$ cat src/rtl/ip2_test4_burst_capture.sv
// IP2 test4 sequencer: steps the DUT through reset_not, vin_test_trig_out and scan_load
// phases aligned to the free-running clk_counter. Then it captures N_CH DNN output lines
// into per-channel shift registers, repeating trigger/capture for up to burst_count bursts.
module ip2_test4_burst_capture #(
    parameter int unsigned N_CH    = 2,
    parameter int unsigned DEPTH   = 48,
    parameter int unsigned CNT_W   = 6,
    parameter int unsigned BURST_W = 4
) (
    input  logic                    clk,
    input  logic                    reset,
    input  logic                    enable,
    input  logic [CNT_W-1:0]        clk_counter,
    input  logic [CNT_W-1:0]        test_delay,
    input  logic [CNT_W-1:0]        test_trig_out_phase,
    input  logic [CNT_W-1:0]        scan_load_delay,
    input  logic                    scan_load_delay_disable,
    input  logic                    test_mask_reset_not,
    input  logic                    start_re,
    input  logic [BURST_W-1:0]      burst_count,
    input  logic [CNT_W-1:0]        capture_skip,
    input  logic [N_CH-1:0]         dnn_in,
    output logic [3:0]              state,
    output logic                    reset_not,
    output logic                    vin_test_trig_out,
    output logic                    scan_load,
    output logic                    busy,
    output logic                    status_done,
    output logic [BURST_W-1:0]      burst_idx,
    output logic                    capture_valid,
    output logic [N_CH*DEPTH-1:0]   dnn_capture
);

    localparam int unsigned CAP_W = $clog2(DEPTH + 1);

    typedef enum logic [3:0] {
        StIdle          = 4'd0,
        StDelayTest     = 4'd1,
        StResetNot      = 4'd2,
        StTrigHi1       = 4'd3,
        StTrigHi2       = 4'd4,
        StDelayScanload = 4'd5,
        StScanload1     = 4'd6,
        StScanload2     = 4'd7,
        StNext          = 4'd8,
        StDone          = 4'd9
    } state_e;

    state_e                  state_q, state_d;
    logic [CNT_W-1:0]        dly_cnt_q, dly_cnt_d;
    logic [CNT_W-1:0]        skip_cnt_q, skip_cnt_d;
    logic [CAP_W-1:0]        cap_cnt_q, cap_cnt_d;
    logic [BURST_W-1:0]      burst_idx_q, burst_idx_d;
    logic [N_CH*DEPTH-1:0]   capture_q, capture_d;
    logic                    reset_not_q, reset_not_d;
    logic                    scan_load_q, scan_load_d;
    logic                    trig_q, trig_d;
    logic                    done_q, done_d;
    logic                    valid_q, valid_d;

    logic                    tick;
    logic                    trig_phase;
    logic                    in_window;
    logic                    last_burst;
    logic                    dly_reached;
    logic [BURST_W:0]        n_bursts;
    logic [DEPTH-1:0]        lane;

    assign tick       = (clk_counter == test_delay);
    assign trig_phase = (clk_counter == test_trig_out_phase);

    // With the scan_load phases skipped, the second trigger-high period doubles as capture window
    assign in_window = scan_load_delay_disable ? (state_q == StTrigHi2)
                                               : (state_q == StScanload2);

    // A burst count of zero still runs one burst
    assign n_bursts   = (burst_count == '0) ? (BURST_W + 1)'(1) : {1'b0, burst_count};
    assign last_burst = (({1'b0, burst_idx_q} + 1'b1) >= n_bursts);

    // dly_cnt_q counts completed ticks; the current tick is the (dly_cnt_q+1)-th
    assign dly_reached = (({1'b0, dly_cnt_q} + 1'b1) >= {1'b0, scan_load_delay});

    // Next-state logic: tick-aligned phase sequencing, burst looping, enable override
    always_comb begin
        state_d = state_q;
        case (state_q)
            StIdle:          if (start_re) state_d = StDelayTest;
            StDelayTest:     if (tick) state_d = StResetNot;
            StResetNot:      if (tick) state_d = StTrigHi1;
            StTrigHi1:       if (tick) state_d = StTrigHi2;
            StTrigHi2: begin
                if (tick) begin
                    if (scan_load_delay_disable)   state_d = StNext;
                    else if (scan_load_delay == '0) state_d = StScanload1;
                    else                           state_d = StDelayScanload;
                end
            end
            StDelayScanload: if (tick && dly_reached) state_d = StScanload1;
            StScanload1:     if (tick) state_d = StScanload2;
            StScanload2:     if (tick) state_d = StNext;
            StNext:          state_d = last_burst ? StDone : StTrigHi1;
            StDone:          state_d = StIdle;
            default:         state_d = StIdle;
        endcase
        if (!enable) state_d = StIdle;
    end

    // Datapath next-state: counters, capture shift registers and registered DUT-pin outputs
    always_comb begin
        dly_cnt_d   = dly_cnt_q;
        skip_cnt_d  = skip_cnt_q;
        cap_cnt_d   = cap_cnt_q;
        burst_idx_d = burst_idx_q;
        capture_d   = capture_q;
        scan_load_d = scan_load_q;
        trig_d      = trig_q;
        done_d      = done_q;
        lane        = '0;

        if (state_q == StDelayScanload) begin
            if (tick) dly_cnt_d = dly_cnt_q + 1'b1;
        end else begin
            dly_cnt_d = '0;
        end

        // Discard capture_skip samples, then shift in up to DEPTH samples and freeze
        if (in_window) begin
            if (skip_cnt_q < capture_skip) begin
                skip_cnt_d = skip_cnt_q + 1'b1;
            end else if (cap_cnt_q < CAP_W'(DEPTH)) begin
                for (int c = 0; c < N_CH; c++) begin
                    lane = capture_q[c*DEPTH +: DEPTH];
                    lane = (lane << 1) | DEPTH'(dnn_in[c]);
                    capture_d[c*DEPTH +: DEPTH] = lane;
                end
                cap_cnt_d = cap_cnt_q + 1'b1;
            end
        end else begin
            skip_cnt_d = '0;
            cap_cnt_d  = '0;
        end

        if (state_q == StIdle && start_re) begin
            capture_d   = '0;
            burst_idx_d = '0;
            done_d      = 1'b0;
        end

        if (state_q == StNext && !last_burst) begin
            burst_idx_d = burst_idx_q + 1'b1;
            capture_d   = '0;
        end

        if (state_d == StDone) done_d = 1'b1;

        valid_d     = (state_d == StNext);
        reset_not_d = !(state_d == StResetNot && !test_mask_reset_not);

        // scan_load is decoded from the state being entered so it lines up with the transition
        case (state_d)
            StIdle, StDelayTest: scan_load_d = 1'b1;
            StResetNot:          scan_load_d = 1'b0;
            StTrigHi1: begin
                if (state_q != StTrigHi1) scan_load_d = scan_load_delay_disable;
            end
            StScanload1:         scan_load_d = 1'b1;
            default:             scan_load_d = scan_load_q;
        endcase

        if (state_q == StTrigHi1 && trig_phase) begin
            trig_d = 1'b1;
        end else if (state_q == StTrigHi2 && trig_phase) begin
            trig_d = 1'b0;
        end

        if (!enable) begin
            dly_cnt_d   = '0;
            skip_cnt_d  = '0;
            cap_cnt_d   = '0;
            burst_idx_d = '0;
            capture_d   = '0;
            reset_not_d = 1'b1;
            scan_load_d = 1'b1;
            trig_d      = 1'b0;
            done_d      = 1'b0;
            valid_d     = 1'b0;
        end
    end

    // FSM state register
    always_ff @(posedge clk or posedge reset) begin
        if (reset) begin
            state_q <= StIdle;
        end else begin
            state_q <= state_d;
        end
    end

    // Datapath and output registers
    always_ff @(posedge clk or posedge reset) begin
        if (reset) begin
            dly_cnt_q   <= '0;
            skip_cnt_q  <= '0;
            cap_cnt_q   <= '0;
            burst_idx_q <= '0;
            capture_q   <= '0;
            reset_not_q <= 1'b1;
            scan_load_q <= 1'b1;
            trig_q      <= 1'b0;
            done_q      <= 1'b0;
            valid_q     <= 1'b0;
        end else begin
            dly_cnt_q   <= dly_cnt_d;
            skip_cnt_q  <= skip_cnt_d;
            cap_cnt_q   <= cap_cnt_d;
            burst_idx_q <= burst_idx_d;
            capture_q   <= capture_d;
            reset_not_q <= reset_not_d;
            scan_load_q <= scan_load_d;
            trig_q      <= trig_d;
            done_q      <= done_d;
            valid_q     <= valid_d;
        end
    end

    assign state             = state_q;
    assign busy              = (state_q != StIdle);
    assign reset_not         = reset_not_q;
    assign scan_load         = scan_load_q;
    assign vin_test_trig_out = trig_q;
    assign status_done       = done_q;
    assign burst_idx         = burst_idx_q;
    assign capture_valid     = valid_q;
    assign dnn_capture       = capture_q;

endmodule

$ cat config.mk
export PLATFORM = sky130hd
export DESIGN_NAME = ip2_test4_burst_capture
export DESIGN_NICKNAME = d
export VERILOG_FILES = /design/src/rtl/ip2_test4_burst_capture.sv
export SDC_FILE = /design/constraint.sdc
export NUM_CORES = 1
export LEC_CHECK = 0
export BUFFER_PORTS_ARGS = -buffer_cell sky130_fd_sc_hd__buf_2
export CORE_UTILIZATION = 58
export CTS_CLUSTER_DIAMETER = 200
export CTS_CLUSTER_SIZE = 16
export DETAILED_ROUTE_END_ITERATION = 10
export PLACE_DENSITY = 0.91
export SYNTH_ARGS = -nofsm -noshare
export SYNTH_HDL_FRONTEND = slang
export SYNTH_SLANG_ARGS = --single-unit
$ cat constraint.sdc
create_clock -name clk -period 6 [get_ports clk]
set_input_delay 0.9 -clock clk [delete_from_list [all_inputs] [get_ports clk]]
set_output_delay 0.9 -clock clk [all_outputs]
set_load 0.05 [all_outputs]
==> impl_metrics.yaml <==
run:
  drv_cap: 0
detailed_routing:
  finalWirelength_mm: 15.8
  wire_per_inst_um: 16.1
  vias: 5949
  route.detailed.drc: 0
  first_pass_iters: 5
  antenna_left: 0
  dr.first_iter.drc_count: 402
  via_per_inst: 6.03
yosys:
  syn_area_um2: 6440
  ys.flop_type: "dfrtp_1"
  async_flop_share: 1.00
  synth-compound-area-share: 0.225
  synth_top_family_by_area: "compound AO/OA/AOI/OAI gates"
  ys_seq_area_frac: 0.494
  yosysWarningCount: 0
  synth_fa_ha_area_frac: 0.0369
  syn_nets: 778
  synth_edf_count: 0
  synth_seq_cells: 127
  synthMuxAreaShare: 0.00777
  synthXorXnorAreaFrac: 0.0313
  syn_inst: 717
  synth-simple-area-share: 0.154
  synth_cell_types: 52
  synth.avg_cell_area_um2: 8.99
floorplan:
  initial_core_util: 0.594
  dieArea_um2: 11500
  die_y_um: 107
  coreArea_um2: 10800
  core.rowCount: 38
  die_x_um: 107
  io_pins: 152
timing:
  finalSetupViolCount: 0
  fmax_mhz: 313
  rsz0062_at_grt: "false"
  slew_viol_final: 0
  setup_tns_ps: 0
  slew_headroom: 0.237
  fin_crit_sh: 0.533
  fin_worst_skew_ps: 12.0
  layout_min_cycle_time_ps: 3200
  final_hold_viol_count: 0
  worst_slew_pin_slew_ps: 1140
clock_network:
  clockRootBuffer: "clkbuf_8"
  clockBufferDepth: 2
  path_clk_slew_ps: 60
  numCtsBuffers: 17
  cts_hold_buf: 0
  cts.htree.levels: 4
  cts_tree: "built"
  clk_latency_ps: 520
  numClockSinks: 127
  post_cts_resized: 0
  postCtsSetupBuffers: 0
placed_design:
  io_buffer_count: 151
  place_congestion: 0.899
  dpl.hpwl_mm: 9.84
  dp_cells: 954
worst_setup_path:
  worst_ep_arrival_time_ps: 3600
  worst-path-max-fanout: 55
  cp.required_ps: 6400
  crit_type: "in2reg"
  crit_path_start_kind: "input port"
  end_kind: "register"
  worst_r2r_path_depth: 8
hold_path:
  hold_class: "reg2reg"
  whs_path_depth: 2
grt:
  grt_max_degree: 101
  overflow: 0
  gr-usage-all-layers: 0.286
  grt_pass1_vias: 5463
  grt_first_pass_wirelength_mm: 26.1
  antenna_found_initial: 0
layout:
  antenna_cells: 0
  fill_cells: 817
  syn_to_final_growth_pct: 20.4
  stdcell_count: 986
  drive_gt1_frac: 0.241
  finish.utilization: 0.716
  layout.nets: 894
status:
  outcome: "finished, final reports clean"
power:
  p_leak_uw: 0.00365
  ir_drop_mv: 0.213
  powerDensity_nw_per_um2: 248
[cells in the final DEF, fill, tap and decap left out, types with 5 or more instances in the layout]
cell	count
xor2_1	11
nand3_1	106
a21oi_1	112
mux2i_1	5
o21ai_0	108
clkbuf_16	16
ha_1	19
nand2_1	38
a21o_1	6
a31oi_1	5
dfrtp_1	125
nand2b_1	10
buf_2	151
clkinvlp_4	5
nor2_1	20
inv_1	23
xnor2_1	12
[worst paths after layout]
| kind | start | to | slack, ps |
|---|---|---|---|
| max | capture_skip[1] | dnn_capture[22] | 2800 |
| min | cap_cnt_q[5] | cap_cnt_q[5] | 520 |
| max reg2reg | skip_cnt_q[1] | dnn_capture[22] | 2880 |
| min reg2reg | cap_cnt_q[5] | cap_cnt_q[5] | 520 |
| max in group asynchronous | reset | dnn_capture[40] | 4230 |
| min in group asynchronous | reset | dnn_capture[15] | 560 |
[metrics by stage]
stage	total power (uW)	cell area, um^2	hold slack (ps)	setup slack, ps
floorplan	942	6440	450	1720
global placement	972	7200	460	2430
detailed placement	973	7200	511	2350
CTS	1930	7760	524	2860
global route	1980	7760	562	2590
finish	1920	7760	522	2800
[critical path, cell delays in order]
cell and delay, ps:
buf_2 70, inv_1 40, ha_1 280, a21o_1 150
a21o_1 170, a21o_1 230, a21oi_4 780, buf_4 540
o21ai_0 160, a21oi_1 250
[flip-flops by register name, indices dropped and copies added (netlist names), 4 cells and up]
register / cells
cap_cnt_q: 6
state: 4
burst_idx: 4
dnn_capture: 96
skip_cnt_q: 6
dly_cnt_q: 6
[where the power goes]
group,switching (uW),internal (uW),total (uW),leakage (uW)
clock network,400,566,965,0.000262
logic,69.9,28.1,98.0,0.00162
registers,2.22,857,860,0.00177
total,472,1450,1920,0.00365
[layer usage]
| layer | up-vias | GRT usage | share of wire |
|---|---|---|---|
| li1 | 2790 | - | - |
| met1 | 2871 | 0.383 | 0.43 |
| met2 | 268 | 0.452 | 0.49 |
| met3 | 20 | 0.0775 | 0.076 |
| met4 | 0 | 0.0939 | 0.013 |
| met5 | - | 0 | 0 |
[Yosys cell counts, types with 2 or more instances]
library cell    n  share of area
a2111o_1        3         0.0052
a211oi_1        4         0.0047
a21o_1          8         0.0093
a21oi_1       113          0.088
a31oi_1         5         0.0049
and2_1          3         0.0029
and3_1          2         0.0019
buf_1           7         0.0041
buf_2           3         0.0023
buf_4           3         0.0035
clkbuf_1       43          0.025
dfrtp_1       125           0.49
dfstp_2         2         0.0082
ha_1           19          0.037
inv_1          24          0.014
mux2i_1         5         0.0078
nand2_1        39          0.023
nand2b_1       10         0.0097
nand3_1       106          0.082
nand4_1         4         0.0039
nor2_1         20          0.012
nor2b_1         3         0.0029
nor3_1          4         0.0031
nor4_1          3         0.0029
o211ai_1        2         0.0023
o21ai_0       108          0.084
o22ai_1         2         0.0019
or3_1           2         0.0019
xnor2_1        12          0.016
xor2_1         11          0.015
[final cells by class]
| cell class | instances | area (um^2) | share of cell area |
|---|---|---|---|
| Timing Repair Buffer | 155 | 786 | 0.101 |
| Tap cell | 140 | 175 | 0.0226 |
| Clock buffer | 18 | 428 | 0.0551 |
| Inverter | 24 | 92.6 | 0.0119 |
| Sequential cell | 127 | 3180 | 0.410 |
| Clock inverter | 14 | 133 | 0.0171 |
| Multi-Input combinational cell | 508 | 2970 | 0.382 |
[cell families (layout without fill, tap and decap cells)]
kind of cell | after synthesis | after routing
compound gates | 260 | 260
simple gates | 201 | 201
flops | 127 | 127
buf+inv | 82 | 211
xor+xnor | 23 | 23
fa+ha+maj | 19 | 19
mux | 5 | 5
(Power assumes the default switching activity.)
